$ cat config.mk
export PLATFORM = sky130hd
export DESIGN_NAME = regfile_wb_scheduler
export DESIGN_NICKNAME = d
export VERILOG_FILES = /design/src/rtl/regfile_wb_scheduler_pkg.sv /design/src/rtl/wb_req_fifo.sv /design/src/rtl/regfile_wb_scheduler.sv
export SDC_FILE = /design/constraint.sdc
export NUM_CORES = 1
export LEC_CHECK = 0
export BUFFER_PORTS_ARGS = -buffer_cell sky130_fd_sc_hd__buf_2
export CORE_MARGIN = 4
export CORE_UTILIZATION = 35
export CTS_BUF_LIST = sky130_fd_sc_hd__clkbuf_8
export DETAILED_ROUTE_END_ITERATION = 10
export PLACE_DENSITY = 0.59
export RECOVER_POWER = 50
export SYNTH_ARGS = -nofsm -noshare
export SYNTH_HDL_FRONTEND = slang
export SYNTH_SLANG_ARGS = --single-unit
$ cat constraint.sdc
create_clock -name clk -period 3.65 [get_ports clk]
set_clock_uncertainty 0.2 [all_clocks]
set_input_delay 0.73 -clock clk [delete_from_list [all_inputs] [get_ports clk]]
set_output_delay 0.73 -clock clk [all_outputs]
set_load 0.02 [all_outputs]
$ cat src/rtl/regfile_wb_scheduler_pkg.sv
// Shared widths and arbiter state encoding for the register-file writeback scheduler.
package regfile_wb_scheduler_pkg;

    localparam int AW   = 5;
    localparam int DW   = 32;
    localparam int NREG = 32;

    typedef enum logic {
        LD_PRI    = 1'b0,
        ALU_FORCE = 1'b1
    } arb_state_t;

endpackage

$ cat src/rtl/wb_req_fifo.sv
// Synchronous request FIFO with occupancy count; 1-cycle push-to-visible latency, no bypass.
// Pushes are dropped when full and pops when empty; the caller gates on full/empty.
module wb_req_fifo #(
    parameter int DEPTH = 2,
    parameter int WIDTH = 37
) (
    input  logic                   clk,
    input  logic                   rst,
    input  logic                   push,
    input  logic [WIDTH-1:0]       push_data,
    input  logic                   pop,
    output logic [WIDTH-1:0]       pop_data,
    output logic [$clog2(DEPTH):0] count,
    output logic                   full,
    output logic                   empty
);

    localparam int PW = $clog2(DEPTH);
    localparam int CW = PW + 1;

    logic [WIDTH-1:0] mem [DEPTH];
    logic [PW-1:0]    wr_ptr;
    logic [PW-1:0]    rd_ptr;
    logic             do_push;
    logic             do_pop;

    assign full     = (count == CW'(DEPTH));
    assign empty    = (count == '0);
    assign do_push  = push & ~full;
    assign do_pop   = pop & ~empty;
    assign pop_data = mem[rd_ptr];

    always_ff @(posedge clk) begin
        if (!rst) begin
            wr_ptr <= '0;
            rd_ptr <= '0;
            count  <= '0;
        end else begin
            if (do_push) wr_ptr <= wr_ptr + 1'b1;
            if (do_pop)  rd_ptr <= rd_ptr + 1'b1;
            case ({do_push, do_pop})
                2'b10:   count <= count + 1'b1;
                2'b01:   count <= count - 1'b1;
                default: count <= count;
            endcase
        end
    end

    // Storage needs no reset: contents are only observed through count.
    always_ff @(posedge clk) begin
        if (do_push) mem[wr_ptr] <= push_data;
    end

endmodule

$ cat src/rtl/regfile_wb_scheduler.sv
// Single register-file write port shared by ALU and load returns; registered write 1 cycle after grant.
// Loads win unless starving a queued ALU result; alu_ready tracks queue space, ld_ready is the load grant.
module regfile_wb_scheduler #(
    parameter int AW          = regfile_wb_scheduler_pkg::AW,
    parameter int DW          = regfile_wb_scheduler_pkg::DW,
    parameter int ALU_Q_DEPTH = 2,
    parameter int MAX_WAIT    = 3
) (
    input  logic              clk,
    input  logic              rst,
    input  logic              alu_valid,
    output logic              alu_ready,
    input  logic [AW-1:0]     alu_rd,
    input  logic [DW-1:0]     alu_data,
    input  logic              ld_valid,
    output logic              ld_ready,
    input  logic [AW-1:0]     ld_rd,
    input  logic [DW-1:0]     ld_data,
    input  logic              ld_issue,
    input  logic [AW-1:0]     ld_issue_rd,
    input  logic [AW-1:0]     rs1,
    input  logic [AW-1:0]     rs2,
    output logic              stall,
    output logic              rf_we,
    output logic [AW-1:0]     rf_waddr,
    output logic [DW-1:0]     rf_wdata,
    output logic [2**AW-1:0]  pending
);

    import regfile_wb_scheduler_pkg::*;

    localparam int CW  = $clog2(ALU_Q_DEPTH) + 1;
    localparam int WCW = $clog2(MAX_WAIT + 1);

    logic [CW-1:0]    q_count;
    logic             q_full;
    logic             q_empty;
    logic [AW+DW-1:0] q_head;
    logic [AW-1:0]    q_rd;
    logic [DW-1:0]    q_data;

    arb_state_t       state;
    arb_state_t       state_nxt;
    logic [WCW-1:0]   wait_cnt;
    logic [WCW-1:0]   wait_nxt;
    logic             grant_ld;
    logic             grant_alu;
    logic [AW-1:0]    win_rd;
    logic [DW-1:0]    win_data;
    logic             win_we;
    logic [2**AW-1:0] pending_nxt;

    assign alu_ready = (q_count < CW'(ALU_Q_DEPTH));

    wb_req_fifo #(
        .DEPTH (ALU_Q_DEPTH),
        .WIDTH (AW + DW)
    ) u_alu_q (
        .clk       (clk),
        .rst       (rst),
        .push      (alu_valid & ~q_full),
        .push_data ({alu_rd, alu_data}),
        .pop       (grant_alu),
        .pop_data  (q_head),
        .count     (q_count),
        .full      (q_full),
        .empty     (q_empty)
    );

    assign {q_rd, q_data} = q_head;

    always_comb begin
        state_nxt = state;
        wait_nxt  = wait_cnt;
        grant_ld  = 1'b0;
        grant_alu = 1'b0;
        case (state)
            LD_PRI: begin
                if (ld_valid) begin
                    grant_ld = 1'b1;
                    wait_nxt = q_empty ? '0 : wait_cnt + 1'b1;
                    // The ALU head has now lost MAX_WAIT grants in a row.
                    if (!q_empty && wait_nxt >= WCW'(MAX_WAIT)) state_nxt = ALU_FORCE;
                end else if (!q_empty) begin
                    grant_alu = 1'b1;
                    wait_nxt  = '0;
                end
            end
            ALU_FORCE: begin
                grant_alu = ~q_empty;
                wait_nxt  = '0;
                state_nxt = LD_PRI;
            end
            default: state_nxt = LD_PRI;
        endcase
    end

    assign ld_ready = grant_ld;
    assign win_rd   = grant_ld ? ld_rd : q_rd;
    assign win_data = grant_ld ? ld_data : q_data;
    assign win_we   = (grant_ld | grant_alu) && (win_rd != '0);

    always_comb begin
        pending_nxt = pending;
        if (grant_ld) pending_nxt[ld_rd] = 1'b0;
        // Applied second so a newly issued load to the same rd stays pending.
        if (ld_issue && ld_issue_rd != '0) pending_nxt[ld_issue_rd] = 1'b1;
    end

    assign stall = ((rs1 != '0) && pending[rs1]) || ((rs2 != '0) && pending[rs2]);

    always_ff @(posedge clk) begin
        if (!rst) begin
            state    <= LD_PRI;
            wait_cnt <= '0;
            rf_we    <= 1'b0;
            rf_waddr <= '0;
            rf_wdata <= '0;
            pending  <= '0;
        end else begin
            state    <= state_nxt;
            wait_cnt <= wait_nxt;
            rf_we    <= win_we;
            pending  <= pending_nxt;
            if (win_we) begin
                rf_waddr <= win_rd;
                rf_wdata <= win_data;
            end
        end
    end

endmodule
==> metrics, run 1 <==
Final Hold Fails 0; TNS Setup 0 ns; CTS Hold Bufs 0; most common cell after layout, fill and taps aside buf_2; Routed WL per cell 18.6 microns; core area 18700 sq um; fin. max-slew vios 0; die height 146 microns; status finished clean; Worst Path Required 2.72 ns; WL final 17900 microns; max_cap viols 0; Vias 5024; grt met2 use 28.1%; Final Total Pwr 4.64 mW; fmax 293 MHz; area delta synth->final 22.2%; drc violations 0; Mapped Cells 544; Slew HR 19.0%; Worst IR Drop VDD 0.000382 V; P per Cell Area 571 nW/um^2; initial antenna violation count 4; Die X 146 microns; Max Fanout on Critical Path 8; Die ar. 21300 sq um; final setup fails 0; Slowest Stage Delay on Critical Path 0.53 ns; post-CTS setup buffer count 0; synthesized area 6650 sq um; clock-pin slew on the worst setup and hold paths 0.07 ns; all-layer global routing usage 16.8%; ys flop type dfxtp_1; Inserted Clock Buffers 17; syn nets 639; post-route design area 8130 sq um; drt pass-1 iters 5; yosys warns 0; register area share after synthesis 56.9%; post-route minimum period 3.41 ns; vias in the first global route 5379; fraction of synthesis flops using an asynchronous set or reset pin 0%; Post-synth EDFFs 74; Worst Tran Pin Value 1.21 ns; H-tree levels 4; clk sinks 152; M1 GR Usage 20.1%; port bufs 166; # rows 50; gr ovfl total 0; fin cells 964; largest net degree at the start of global routing 43; Tcrit/Tclk final 93.4%; leakage 3.15 nW; Area after DPL 7780 sq um; WS Path Type in2out; commonest non-fill, non-tap cells in the layout buf_2, dfxtp_1, nand2_1, edfxtp_1, o21ai_0; Ports 167; Avg Inst Size Synth 12.2 sq um; Worst Setup End Kind output port; root buffer cell clkbuf_8; M3 GR Usage 6.42%; Yosys reg bits 152; Final nets 810; Filler cells 1748; Worst setup SP type input port; first-pass GRT wire length 28400 microns; dpl hpwl 13400 microns; CTS max path bufs 2; Worst path slowest cell or4_1; dpl cells 930; starting density of the core 35.5%; post-CTS resize count 0; GRT busiest layer met2; CP Data Arrival Time 2.48 ns; Final ANT Viol Nets 0; Unique masters post-synth 52; worst path cell trace buf_2, mux4_2, nand2b_1, nand4b_1, nand3_1, or4_1, buf_2; Clock Latency Late Sink 0.44 ns; RSZ-0062 raised after global routing false; global placement routability congestion 0.924; TritonCTS clock tree done; crit-path most repeated cell buf_2; layout cell share with drive strength beyond 1 33.7%; Worst Hold Class reg2reg; Iter 0 DRT Violations 325; drt via density 5.21
[path summary, 6_finish.rpt]
path / depth (start not counted) / end / start / slack, ns
max: 7 / stall / rs1[0] / 0.24
min: 2 / rf_waddr[4]$_SDFFE_PN0P_ / rf_waddr[4]$_SDFFE_PN0P_ / 0.26
max reg2reg: 6 / rf_wdata[5]$_SDFFE_PN0P_ / state$_SDFF_PP0_ / 0.54
min reg2reg: 2 / rf_waddr[4]$_SDFFE_PN0P_ / rf_waddr[4]$_SDFFE_PN0P_ / 0.26
[stage by stage]
| step | hold slack (ns) | worst slack (ns) | util (%) |
|---|---|---|---|
| finish | 0.261 | 0.240 | 43.4 |
| floorplan | 0.260 | 0.247 | - |
| global route | 0.224 | 0.162 | 43.4 |
| global placement | 0.243 | 0.257 | 41.6 |
| CTS | 0.241 | 0.230 | 43.6 |
| detailed placement | 0.245 | 0.219 | 41.6 |
[logic make-up (layout without fill, tap and decap cells)]
logic type	Yosys count	after routing	share of synthesized area [%]
compound gates	151	151	17.7
xor+xnor	3	3	0.395
fa+ha+maj	1	1	0.188
buf+inv	35	219	2.52
flops	152	152	56.9
mux	62	62	11.8
other cells	0	2	0
simple gates	140	140	10.5
[cell type report]
cell class | count | area (sq um) | area share [%]
flip-flops and latches | 152 | 3780 | 46.6
multi-input cells | 357 | 2720 | 33.5
repair buffers | 183 | 922 | 11.3
well taps | 234 | 293 | 3.60
clock buffers | 18 | 248 | 3.05
clock inverters | 14 | 136 | 1.68
inverters | 4 | 15.0 | 0.185
diodes | 2 | 5.00 | 0.0616
[Yosys cell counts (2+ instances only)]
cell type / n / share of area, %
buf_1: 4 / 0.23
nand4b_1: 6 / 0.79
mux2i_1: 42 / 6.3
clkbuf_1: 18 / 1.0
dfxtp_1: 78 / 23
a21boi_1: 32 / 3.6
mux2i_2: 4 / 0.83
and3b_1: 2 / 0.26
edfxtp_1: 74 / 33
a22oi_1: 2 / 0.23
mux4_2: 10 / 3.4
o22ai_1: 2 / 0.19
o2bb2ai_1: 10 / 1.3
nand3_1: 4 / 0.30
nand2b_1: 4 / 0.38
o2bb2ai_2: 26 / 5.9
and2_1: 5 / 0.47
and3_1: 2 / 0.19
nor3b_1: 4 / 0.45
nand2_1: 74 / 4.2
nand4_1: 2 / 0.19
buf_2: 5 / 0.38
a21oi_1: 2 / 0.15
or3_1: 3 / 0.28
xnor2_1: 2 / 0.26
mux2_4: 4 / 0.90
inv_2: 2 / 0.11
nor2b_1: 5 / 0.47
buf_6: 4 / 0.68
o21ai_1: 35 / 2.6
or3b_1: 2 / 0.26
o21ai_0: 34 / 2.6
nor2_1: 16 / 0.90
inv_1: 2 / 0.11
nand3b_1: 6 / 0.68
[where the power goes]
group,leakage (nW),switching [mW],internal (mW),total (mW)
registers,1.33,0.138,2.07,2.21
clock network,0.203,0.607,0.619,1.23
logic,1.62,0.731,0.477,1.21
[registers in the layout, summed over array words and instances, names as in the netlist, named ones only]
register and count:
pending 32, rf_waddr 5, rf_wdata 32, rf_we 1
state 1, u_alu_q.count 2, u_alu_q.mem 74, u_alu_q.rd_ptr 1
u_alu_q.wr_ptr 1, wait_cnt 2
[critical path: cells and delay by family]
family                 cells  cell delay (ns)
muxes                      1             0.51
and+or+nand+nor            4             0.84
buffers and inverters      2             0.39
[metal layers]
| layer | vias to the layer above | part of all wire [%] |
|---|---|---|
| met5 | - | 0.21 |
| met4 | 8 | 2.2 |
| met1 | 2399 | 42 |
| met3 | 44 | 8.0 |
| met2 | 190 | 47 |
| li1 | 2383 | - |
Note: power is estimated with default switching activity, not from simulation.
==> inputs of run 2 (changes only) <==
==> constraint.sdc (replaced) <==
create_clock -name clk -period 3.65 [get_ports clk]
set_clock_uncertainty 0.2 [all_clocks]
set_input_delay 0.1825 -clock clk [delete_from_list [all_inputs] [get_ports clk]]
set_output_delay 0.1825 -clock clk [all_outputs]
set_load 0.02 [all_outputs]
==> run 2 against run 1 <==
Net effect:
- via count increased by 6.4%
- sequential cell count unchanged
- register-to-register slack improved by 0.31 ns
- non-clock buffer count increased by 69
- critical endpoint is now rf_wdata[3]$_SDFFE_PN0P_
==> metrics, run 2 (synthesized netlist as in run 1, its figures left out) <==
status finished clean; Final ANT Viol Nets 0 (unchanged); Comb power frac 25.5% (-0.5 points); Worst Hold Class in2reg; final setup fails 0 (unchanged); fin. max-slew vios 0 (unchanged); # rows 50 (unchanged); starting density of the core 35.5% (unchanged); drc violations 0 (unchanged); post-route design area 8780 sq um (+8.1%); FF-to-FF setup slack 0.85 ns (+0.31 ns); RSZ-0062 raised after global routing false; largest net degree at the start of global routing 44 (+2.3%); Vias 5347 (+6.4%); vias in the first global route 5641 (+4.9%); port bufs 166 (unchanged); Slowest Stage Delay on Critical Path 0.61 ns (+0.08 ns); Die X 146 microns (unchanged); Setup crit start ld_valid; global placement routability congestion 0.872 (-5.7%); P_sw 1.61 mW (+8.9%); Iter 0 DRT Violations 358 (+10%); register name with the most flops u_alu_q.mem; initial antenna violation count 0 (-4); Final nets 879 (+8.5%); Worst IR Drop VDD 0.000335 V (-12%); post-CTS setup buffer count 0 (unchanged); Inserted Clock Buffers 17 (unchanged); all-layer global routing usage 17.1% (+0.25 points); pre-CTS WS 0.822 ns (+0.603 ns); max_cap viols 0 (unchanged); TritonCTS clock tree done; Die ar. 21300 sq um (unchanged); Reg-to-Reg End rf_wdata[3]$_SDFFE_PN0P_; WS Path Type in2reg; first-pass GRT wire length 29400 microns (+3.7%); Reg area 3780 sq um (unchanged); CTS max path bufs 2 (unchanged); clk sinks 152 (unchanged); max FFs per register 74 (unchanged); Worst Setup End Kind flop; WL final 18300 microns (+2.4%); Worst path slowest cell o21bai_4; Flop pwr share 47.3% (-0.3 points); Tcrit/Tclk final 77.8% (-16 points); most common cell after layout, fill and taps aside clkbuf_1; RR Startpoint state$_SDFF_PP0_; P per Cell Area 538 nW/um^2 (-5.8%); fin worst setup slack 0.809 ns (+0.569 ns); core area 18700 sq um (unchanged); Worst Tran Pin Value 1.31 ns (+0.101 ns); clock-pin slew on the worst setup and hold paths 0.10 ns (+0.03 ns); root buffer cell clkbuf_8; TNS Setup 0 ns (unchanged); H-tree levels 4 (unchanged); Clk pwr share 27.2% (+0.8 points); Routed WL per cell 17.8 microns (-4.2%); commonest non-fill, non-tap cells in the layout clkbuf_1, dlygate4sd3_1, dfxtp_1; post-route minimum period 2.84 ns (-0.569 ns); CP endpoint rf_wdata[3]$_SDFFE_PN0P_; die height 146 microns (unchanged); Register-to-Register Path Depth 6 (unchanged); ANT cells 0 (-2); area delta synth->final 32.1%; sw frac 34.0% (+2.2 points); CP Data Arrival Time 2.99 ns (+0.51 ns); drt via density 5.19 (-0.49%); drt pass-1 iters 5 (unchanged); Ports 167 (unchanged); Final Hold Fails 0 (unchanged); Slew HR 12.3% (-6.7 points); Clock Latency Late Sink 0.46 ns (+0.02 ns); Worst setup SP type input port; multi-input logic area 2730 sq um (about the same); Filler cells 1714 (-1.9%); Final Total Pwr 4.73 mW (+1.8%); fmax 352 MHz (+20%); Max Fanout on Critical Path 36 (+28); Worst Path Required 3.80 ns (+1.08 ns); Area after DPL 7700 sq um (-1.0%); Core Util, Final 46.9% (+3.5 points); dpl hpwl 12500 microns (-6.5%); Internal Pwr Total 3.12 mW (-1.5%); gr ovfl total 0 (unchanged); leakage 3.12 nW (-1.0%); worst path cell trace dlygate4sd3_1, buf_2, nand2b_2, mux2i_2, nand4_1, o21bai_4, buf_12, o2bb2ai_1; layout cell share with drive strength beyond 1 19.6% (-14 points); biggest regs u_alu_q.mem: 74 flops, pending: 32 flops, rf_wdata: 32 flops
[run 2: worst min-delay path by stage]
stage / start / end / slack (ns) / depth (start not counted)
floorplan: alu_data[0] / u_alu_q.mem[0][0]$_DFFE_PP_ / 0.08 / 0
finish: ld_issue / pending[13]$_SDFF_PN0_ / 0.06 / 5
CTS: ld_issue / pending[14]$_SDFF_PN0_ / 0.03 / 5
detailed placement: alu_data[4] / u_alu_q.mem[1][4]$_DFFE_PP_ / 0.17 / 1
global route: ld_issue / pending[14]$_SDFF_PN0_ / 0.07 / 5
global placement: alu_data[4] / u_alu_q.mem[0][4]$_DFFE_PP_ / 0.17 / 1
[run 2: per-stage QoR]
stage,hold WS [ns],cells
final,0.0575,1031
after global routing,0.0705,1031
after CTS,0.0255,1031
after detailed placement,0.174,918
after global placement,0.169,918
after floorplan,0.0814,544
[run 2: area by class of cell]
| class | count | share of cell area, % |
|---|---|---|
| clock buffer | 17 | 2.66 |
| multi-input combinational | 357 | 31.0 |
| sequential | 152 | 43.1 |
| tap | 234 | 3.33 |
| inverter | 4 | 0.171 |
| timing repair buffer | 252 | 17.8 |
| clock inverter | 15 | 1.85 |
[run 2: critical path: cells and delay by family]
family                 cells  cell delay (ns)
muxes                      1             0.38
AOI/OAI and AO/OA          2             0.71
buffers and inverters      3             0.96
and+or+nand+nor            2             0.73
[run 2: power by group through the flow]
stage	sequential (mW)	combinational (mW)	clock (mW)
2_1_floorplan	2.36	0.704	0
3_3_place_gp	2.26	1.16	0
3_5_place_dp	2.27	1.19	0
4_1_cts	2.23	1.26	1.31
5_1_grt	2.27	1.31	1.39
6_report	2.24	1.21	1.28
[run 2: layer usage]
layer  vias up  GRT usage [%]  wire [microns]
met5         -              0               0
met4         0           6.51             427
met3        34           4.45            1390
met2       239           28.8            8820
met1      2555           21.0            7700
li1       2519              -               -
[run 2: timing repair]
item                      4_1_cts  5_1_grt
hold endpoints to repair      136        0
hold buffers                   81        0
resized for setup               0        0
==> inputs of run 3 (changes only) <==
Clock period 3.65 ns to 2.8 ns, I/O delays scaled along.
==> run 3 against run 2 <==
Net effect:
- wire length increased by 2.2%
- non-clock buffer count increased by 9
- cell count increased by 0.87%
- die area unchanged
- first-iteration DRC count decreased by 11%
- sequential power increased by 29%
- count of clock-buffer cells in the layout unchanged
- cell area increased by 0.56%
- sequential cell count unchanged
- global-route usage increased by 0.40 points
- largest cell class unchanged
- highest routed layer unchanged
==> metrics, run 3 (synthesized netlist as in run 1, its figures left out) <==
status finished clean; Reg-to-Reg End rf_waddr[3]$_SDFFE_PN0P_; global placement routability congestion 0.859 (-1.5%); drc violations 0 (unchanged); Die X 146 microns (unchanged); dpl hpwl 13200 microns (+5.8%); clk sinks 152 (unchanged); P per Cell Area 692 nW/um^2 (+29%); all-layer global routing usage 17.5% (+0.40 points); clock-pin slew on the worst setup and hold paths 0.08 ns (-0.02 ns); Final ANT Viol Nets 0 (unchanged); hold path endpoint rf_waddr[3]$_SDFFE_PN0P_; post-CTS resize count 0 (unchanged); Internal Pwr Total 4.06 mW (+30%); leakage 3.15 nW (+0.98%); Hold Slack 0.0614 ns (+0.00396 ns); H-tree levels 4 (unchanged); CTS max path bufs 2 (unchanged); commonest non-fill, non-tap cells in the layout clkbuf_1, dlygate4sd3_1, dfxtp_1; Core Util, Final 47.2% (+0.26 points); Max Fanout on Critical Path 4 (-89%); vias in the first global route 5622 (-0.34%); Vias 5373 (+0.49%); drt via density 5.17 (-0.38%); final setup fails 0 (unchanged); Final Hold Fails 0 (unchanged); Worst Path Required 2.46 ns (-1.34 ns); min-delay src ld_rd[3]; fin cells 1040 (+0.87%); Worst Setup End Kind output port; Comb power frac 26.8% (+1.3 points); sw frac 33.5% (-0.51 points); Register-to-Register Path Depth 6 (unchanged); Iter 0 DRT Violations 319 (-11%); Worst path slowest cell or4_1; worst path cell trace mux4_2, nand2b_1, nand4b_1, nand3_1, or4_1, buf_2; port bufs 166 (unchanged); Final nets 888 (+1.0%); post-route minimum period 2.58 ns; dpl cells 925 (+0.76%); WL final 18700 microns (+2.2%); Setup crit start pending[22]$_SDFF_PN0_; CP bufs+invs 1 (-2); Worst Hold Class in2reg; fmax 388 MHz; Filler cells 1751 (+2.2%); most common cell after layout, fill and taps aside clkbuf_1; multi-input logic area 2730 sq um (unchanged); TNS Setup 0 ns (unchanged); Clock Latency Late Sink 0.45 ns (about the same); max_cap viols 0 (unchanged); Clk pwr share 26.2% (-1.0 points); Worst setup SP type flop; Worst IR Drop VDD 0.000390 V (+16%); initial antenna violation count 0 (unchanged); Slowest Stage Delay on Critical Path 0.52 ns (-0.09 ns); root buffer cell clkbuf_8; Die ar. 21300 sq um (unchanged); post-route design area 8830 sq um (+0.56%); Reg area 3780 sq um (unchanged); Area after DPL 7750 sq um (+0.68%); layout cell share with drive strength beyond 1 20.0% (+0.40 points); Flop pwr share 47.1% (-0.2 points); RSZ-0062 raised after global routing false; die height 146 microns (unchanged); area delta synth->final 32.8%; P_sw 2.05 mW (+27%); delay-heaviest family, CP simple AND/OR/NAND/NOR gates; # rows 50 (unchanged); max FFs per register 74 (unchanged); fin. max-slew vios 0 (unchanged); Routed WL per cell 18.0 microns (+1.3%); drt pass-1 iters 7 (+2); Inserted Clock Buffers 17 (unchanged); WS Path Type reg2out; largest net degree at the start of global routing 38 (-14%); post-CTS setup buffer count 0 (unchanged); hold depth 3 (-2); gr ovfl total 0 (unchanged); register name with the most flops u_alu_q.mem; ANT cells 0 (unchanged); first-pass GRT wire length 29500 microns (+0.30%); FF-to-FF setup slack 0.50 ns (-0.35 ns); TritonCTS clock tree done; core area 18700 sq um (unchanged); starting density of the core 35.5% (unchanged); CP Data Arrival Time 2.24 ns (-0.75 ns); biggest regs u_alu_q.mem: 74 flops, pending: 32 flops, rf_wdata: 32 flops; Tcrit/Tclk final 92.0%; Worst Tran Pin Value 1.32 ns (+0.0121 ns); Slew HR 11.7% (-0.62 points); Ports 167 (unchanged)
run 3: changes by cell type in the layout (fill, tap and decap cells not counted), moves of 2 or more:
cell | previous run | this run
o21ai_1 | 33 | 35
buf_4 | 4 | 10
dlygate4sd3_1 | 81 | 83
o21ai_0 | 36 | 34
clkinvlp_4 | 2 | 4
inv_8 | 4 | 2
run 3: power by group through the flow:
stage,logic (mW),registers (mW),clock network [mW]
2_1_floorplan,0.921,3.07,0
3_3_place_gp,1.57,2.91,0
3_5_place_dp,1.61,2.92,0
4_1_cts,1.71,2.88,1.63
5_1_grt,1.77,2.92,1.75
6_report,1.63,2.88,1.60
run 3: area by class of cell:
class	count	area share, %
Clock inverter	15	1.63
Clock buffer	17	2.65
Timing Repair Buffer	261	18.5
Inverter	4	0.170
Multi-Input combinational cell	357	30.9
Sequential cell	152	42.9
Tap cell	234	3.32
run 3: repair_timing:
action,CTS,global route
hold buffers,83,0
endpoints found under the setup margin,0,0
endpoints found under the hold margin,139,0
run 3: worst register-to-register path, stage by stage, from the launching register on:
cell and delay [ns]:
dfxtp_2 0.42, buf_4 0.29, mux2_2 0.37, a22o_1 0.28
nor3b_4 0.20, buf_4 0.31, o2bb2ai_1 0.16
run 3: metrics by stage:
| step | total power, mW | setup WS [ns] |
|---|---|---|
| after floorplan | 3.99 | 0.542 |
| after global placement | 4.48 | 0.543 |
| after detailed placement | 4.53 | 0.488 |
| after CTS | 6.22 | 0.188 |
| after global routing | 6.44 | 0.0542 |
| final | 6.11 | 0.223 |
run 3: how the worst max path moves through the flow:
stage | to | slack [ns] | cells after the start
3_3_place_gp | rf_wdata[4]$_SDFFE_PN0P_ | 0.54 | 6
5_1_grt | stall | 0.05 | 6
3_5_place_dp | rf_waddr[3]$_SDFFE_PN0P_ | 0.49 | 6
4_1_cts | stall | 0.19 | 6
2_1_floorplan | u_alu_q.mem[0][0]$_DFFE_PP_ | 0.54 | 3
6_report | stall | 0.22 | 6
run 3: layer usage:
metal / track usage, % / up-vias / wire length, microns
li1: - / 2530 / -
met1: 21.6 / 2559 / 7820
met2: 28.9 / 242 / 8870
met3: 5.54 / 42 / 1580
met4: 6.27 / 0 / 472
met5: 0 / - / 0
